==> src/rtl/widths_union_pack_if.sv <==
// Byte-in / word-out handshake bundle for widths_union_pack.
interface widths_union_pack_if;
   logic [7:0]  in_byte;
   logic        in_valid;
   logic        in_ready;
   logic [15:0] out_word;
   logic        out_valid;
   logic        out_ready;

   modport master (
      output in_byte, in_valid, out_ready,
      input  in_ready, out_word, out_valid
   );

   modport slave (
      input  in_byte, in_valid, out_ready,
      output in_ready, out_word, out_valid
   );
endinterface

==> src/rtl/widths_union_pack.sv <==
// Pairs consecutive bytes into 16-bit words behind a registered
// valid/ready output; one byte per clock sustained.
module widths_union_pack #(
   parameter bit HIGH_FIRST = 1'b0,
   parameter int CNT_W      = 16
) (
   input  logic                 clk,
   input  logic                 rst,
   widths_union_pack_if.slave   bus,
   input  logic                 flush,
   output logic                 half_full,
   output logic [CNT_W-1:0]     word_cnt
);

   logic [7:0]       first_q, first_d;
   logic             half_q, half_d;
   logic             vld_q, vld_d;
   logic [15:0]      word_q, word_d;
   logic [CNT_W-1:0] cnt_q, cnt_d;
   logic             accept, pop;

   // A first byte never needs the output slot, so it is always taken.
   assign bus.in_ready  = !half_q || !vld_q || bus.out_ready;
   assign accept        = bus.in_valid && bus.in_ready;
   assign pop           = vld_q && bus.out_ready;
   assign bus.out_word  = word_q;
   assign bus.out_valid = vld_q;
   assign half_full     = half_q;
   assign word_cnt      = cnt_q;

   always_comb begin
      first_d = first_q;
      half_d  = half_q;
      vld_d   = vld_q;
      word_d  = word_q;
      cnt_d   = cnt_q;
      if (pop) vld_d = 1'b0;
      if (flush) half_d = 1'b0;
      if (accept) begin
         // A flush in the same cycle demotes this byte to a first byte.
         if (half_q && !flush) begin
            word_d = HIGH_FIRST ? {first_q, bus.in_byte}
                                : {bus.in_byte, first_q};
            vld_d  = 1'b1;
            half_d = 1'b0;
            cnt_d  = cnt_q + 1'b1;
         end else begin
            first_d = bus.in_byte;
            half_d  = 1'b1;
         end
      end
   end

   always_ff @(posedge clk) begin
      if (rst) begin
         first_q <= '0;
         half_q  <= 1'b0;
         vld_q   <= 1'b0;
         word_q  <= '0;
         cnt_q   <= '0;
      end else begin
         first_q <= first_d;
         half_q  <= half_d;
         vld_q   <= vld_d;
         word_q  <= word_d;
         cnt_q   <= cnt_d;
      end
   end

endmodule

==> src/flat_wrapper.sv <==
// flat-port wrapper written by rule: the top's interface ports become plain ports
module widths_union_pack_flat 
#(
   parameter bit HIGH_FIRST = 1'b0,
   parameter int CNT_W      = 16
)
  (clk, rst, flush, half_full, word_cnt, bus_in_byte, bus_in_valid, bus_out_ready, bus_in_ready, bus_out_word, bus_out_valid);
  widths_union_pack_if bus_i ();
  input  logic clk;
  input  logic rst;
  input  logic flush;
  output logic half_full;
  output logic [CNT_W-1:0] word_cnt;
  input wire logic [$bits(bus_i.in_byte)-1:0] bus_in_byte;
  input wire logic [$bits(bus_i.in_valid)-1:0] bus_in_valid;
  input wire logic [$bits(bus_i.out_ready)-1:0] bus_out_ready;
  output wire logic [$bits(bus_i.in_ready)-1:0] bus_in_ready;
  output wire logic [$bits(bus_i.out_word)-1:0] bus_out_word;
  output wire logic [$bits(bus_i.out_valid)-1:0] bus_out_valid;
  assign bus_i.in_byte = bus_in_byte;
  assign bus_i.in_valid = bus_in_valid;
  assign bus_i.out_ready = bus_out_ready;
  assign bus_in_ready = bus_i.in_ready;
  assign bus_out_word = bus_i.out_word;
  assign bus_out_valid = bus_i.out_valid;
  widths_union_pack #(.HIGH_FIRST(HIGH_FIRST), .CNT_W(CNT_W)) u_core (.clk(clk), .rst(rst), .bus(bus_i), .flush(flush), .half_full(half_full), .word_cnt(word_cnt));
endmodule
==> config.mk <==
export PLATFORM = sky130hd
export DESIGN_NAME = widths_union_pack_flat
export DESIGN_NICKNAME = d
export VERILOG_FILES = /design/src/rtl/widths_union_pack_if.sv /design/src/rtl/widths_union_pack.sv /design/src/flat_wrapper.sv
export SDC_FILE = /design/constraint.sdc
export NUM_CORES = 1
export LEC_CHECK = 0
export ABC_CLOCK_PERIOD_IN_PS = 3200
export BUFFER_PORTS_ARGS = -buffer_cell sky130_fd_sc_hd__buf_4
export CORE_UTILIZATION = 50
export CTS_CLUSTER_DIAMETER = 100
export CTS_CLUSTER_SIZE = 8
export DETAILED_ROUTE_END_ITERATION = 8
export MAX_ROUTING_LAYER = met4
export PLACE_DENSITY = 0.82
export REMOVE_ABC_BUFFERS = 1
export SLEW_MARGIN = 20
export SYNTH_ARGS = -nofsm -noshare
export SYNTH_HDL_FRONTEND = slang
export SYNTH_SLANG_ARGS = --single-unit
==> constraint.sdc <==
create_clock -name clk -period 3.2 [get_ports clk]
set_input_delay 0.16 -clock clk [delete_from_list [all_inputs] [get_ports clk]]
set_output_delay 0.16 -clock clk [all_outputs]
set_load 0.05 [all_outputs]
==> flow_summary.ini <==
[sta]
worst_pin_slew_ns = 0.563
fin_setup_tns_ns = 0
period_share_pct = 56.6
finalSetupViolCount = 0
hold_violations = 0
rsz0062_at_grt = no
finalClockSkew_ns = 0.00818
period_needed_ns = 1.81
fin_ws_ns = 1.39
fmax_ghz = 0.552
relSlewSlack_pct = 62.4
final_max_slew_viol_count = 0

[critical_path]
start_kind = flop
reg2reg_slack_ns = 1.39
required_ns = 3.48
r2r-end = u_core.word_cnt[14]
cp.buffers_inverters = 0
crit_type = reg -> reg
cpMaxStageDelayCell = or4_1
worstReg2RegStart = u_core.half_full
path_delay_family = simple AND/OR/NAND/NOR gates
path_cells = and3b_1 -> nand4_1 -> or4_1 -> a21oi_1
cp_slowest_stage_delay_ns = 0.56
cp.arrival_ns = 2.09
path_max_fanout = 9
worstSetupEndpointType = flop
rr_worst_depth = 4

[cts]
cts_resized = 0
cts_tree = yes
clk_pin_slew_worst_paths_ns = 0.12
h-tree-depth = 2
clockBufferDepth = 2
clk_latency_ns = 0.35
clkSinkCount = 42
clock_tree.root_cell = clkbuf_4
cts_made_buffers = 5
cts_setup_buffers = 0
hold_buffers = 0

[floorplan]
rows = 20
dieArea_mm2 = 0.00360
die_x_um = 60.0
io_pins = 48
die_h_um = 60.0
coreArea_mm2 = 0.00313
initial_core_util_pct = 53.7

[detailed_routing]
vias = 1474
dr.pass1.iters = 6
drtIter0Drc = 59
ant_nets = 0
drt_wl_total_um = 3430
viasPerCell = 5.19
drc = 0
wl_per_cell_um = 12.1

[pwr]
p_per_area_mw_per_mm2 = 448
comb_power_share_pct = 8.7
power_frac_clock_pct = 34.3
p_leak_nw = 0.855
fin_total_pwr_mw = 0.951
p_sw_mw = 0.219
vdd_ir_drop_max_mv = 0.447
p_sw_share_pct = 23.0
seq_power_share_pct = 57.1
p_int_mw = 0.732

[layout]
drive_above_1_share_pct = 23.3
utilization_pct = 67.9
diodes = 0
syn2layout_area_growth_pct = 26.4
fin_cells = 284
nNetsFinal = 253

[run_status]
status = completed

[min_path]
holdCritPathClass = in -> reg
whs_endpoint = u_core.first_q[0]
min_from = bus_in_byte[0]
whs_path_depth = 3

[grt]
grt_pass1_vias = 1260
grt_pass1_wl_um = 5600
grt_usage_pct = 21.7
grt_antenna_before_repair = 0
grt_overflow = 0
grt_max_degree = 45

[synthesis]
ys_warn_count = 0
synth_cell_types = 31
syn_area_mm2 = 0.00168
seq_area_frac_synth_pct = 50.0
netlist_instances = 194
ys_ff_latch = 42
synth.avg_cell_area_um2 = 8.66

[place]
place_congestion = 0.828
pre_cts_ws_ns = 1.44
hpwl_um = 2310
port_buffers = 47
dp.cells = 276

[flow_run]
max_cap_violations = 0
[registers in the layout (all words and copies together) (netlist names)]
register / flops
u_core.bus.out_valid: 1
u_core.bus.out_word: 16
u_core.first_q: 8
u_core.half_full: 1
u_core.word_cnt: 16
[metal layers]
layer  routed length [um]  global-route usage, %  share of wire [%]  vias up
met1                 1500                   25.4                 44      668
li1                     -                      -                  -      761
met5                    0                      -                  0        -
met2                 1740                   34.1                 51       43
met4                   22                   7.31               0.64        0
met3                  170                   8.23                5.0        2
[layout make-up]
type | count | area (um^2)
clock buffer | 7 | 45.0
fill | 267 | 1000
inverter | 2 | 7.51
multi-input combinational | 140 | 785
clock inverter | 1 | 30.0
sequential | 42 | 841
tap | 44 | 55.1
timing repair buffer | 48 | 360
[cells in the mapped netlist, drive strengths merged]
cell type / instances / area share [%]
or3: 2 / 0.74
a21oi: 25 / 7.4
clkbuf: 7 / 1.6
xor2: 3 / 1.6
nand3: 5 / 1.5
nor2b: 3 / 1.1
nor3b: 1 / 0.45
o21ai: 2 / 0.60
nor4: 2 / 0.74
or2: 1 / 0.37
mux2i: 8 / 4.8
nand3b: 2 / 0.89
nor2: 17 / 3.8
o31ai: 6 / 2.7
or4: 7 / 3.1
nand2: 40 / 8.9
nand4: 5 / 1.9
ha: 1 / 0.74
and2: 1 / 0.37
xnor2: 4 / 2.1
mux2: 1 / 0.67
inv: 2 / 0.45
and4: 1 / 0.52
nand2b: 2 / 1.2
and3b: 1 / 0.52
buf: 3 / 1.3
dfxtp: 42 / 50
[cells in the final DEF (no fill, tap or decap), types with 4 or more instances in the layout]
master    synthesis  routed
a21oi_1          25      25
buf_4             0      48
clkbuf_4          0       5
dfxtp_1          42      42
mux2i_1           8       8
nand2_1          40      40
nand3_1           5       5
nand4_1           5       5
nor2_1           17      17
o31ai_1           6       6
or4_1             7       7
xnor2_1           4       4
[cell families (layout without fill, tap and decap cells)]
kind of cell	Yosys count	count (layout)	share of synthesized area, %
compound gates	33	33	10.7
xor+xnor	7	7	3.65
fa+ha+maj	1	1	0.744
buf+inv	12	58	3.28
flops	42	42	50.0
mux	9	9	5.44
simple gates	90	90	26.1
[power groups by stage]
stage	Clock (mW)	Sequential [mW]	Combinational, mW
after floorplan	0	0.572	0.0277
after global placement	0	0.553	0.0824
after detailed placement	0	0.554	0.0827
after CTS	0.332	0.542	0.0830
after global routing	0.361	0.544	0.0885
final	0.326	0.542	0.0826
[stage by stage]
stage          area [um^2]  hold WS, ns
2_1_floorplan         1630        0.229
3_3_place_gp          2050        0.402
3_5_place_dp          2050        0.411
4_1_cts               2120       0.0368
5_1_grt               2120       0.0163
6_report              2120       0.0458
[worst min-delay path: stages]
cell and delay [ns]:
buf_4 0.08, mux2i_1 0.05, nor2_1 0.07
[how the worst max path moves through the flow]
stage,startpoint,to,slack [ns],cells after the start
global placement,u_core.word_cnt[2],u_core.word_cnt[15],1.44,4
global route,u_core.word_cnt[1],u_core.word_cnt[15],1.24,4
detailed placement,u_core.word_cnt[2],u_core.word_cnt[15],1.44,4
CTS,u_core.word_cnt[2],u_core.word_cnt[15],1.43,4
floorplan,u_core.half_full,u_core.first_q[0],1.01,4
finish,u_core.half_full,u_core.word_cnt[14],1.39,4
Note: power is estimated with default switching activity, not from simulation.
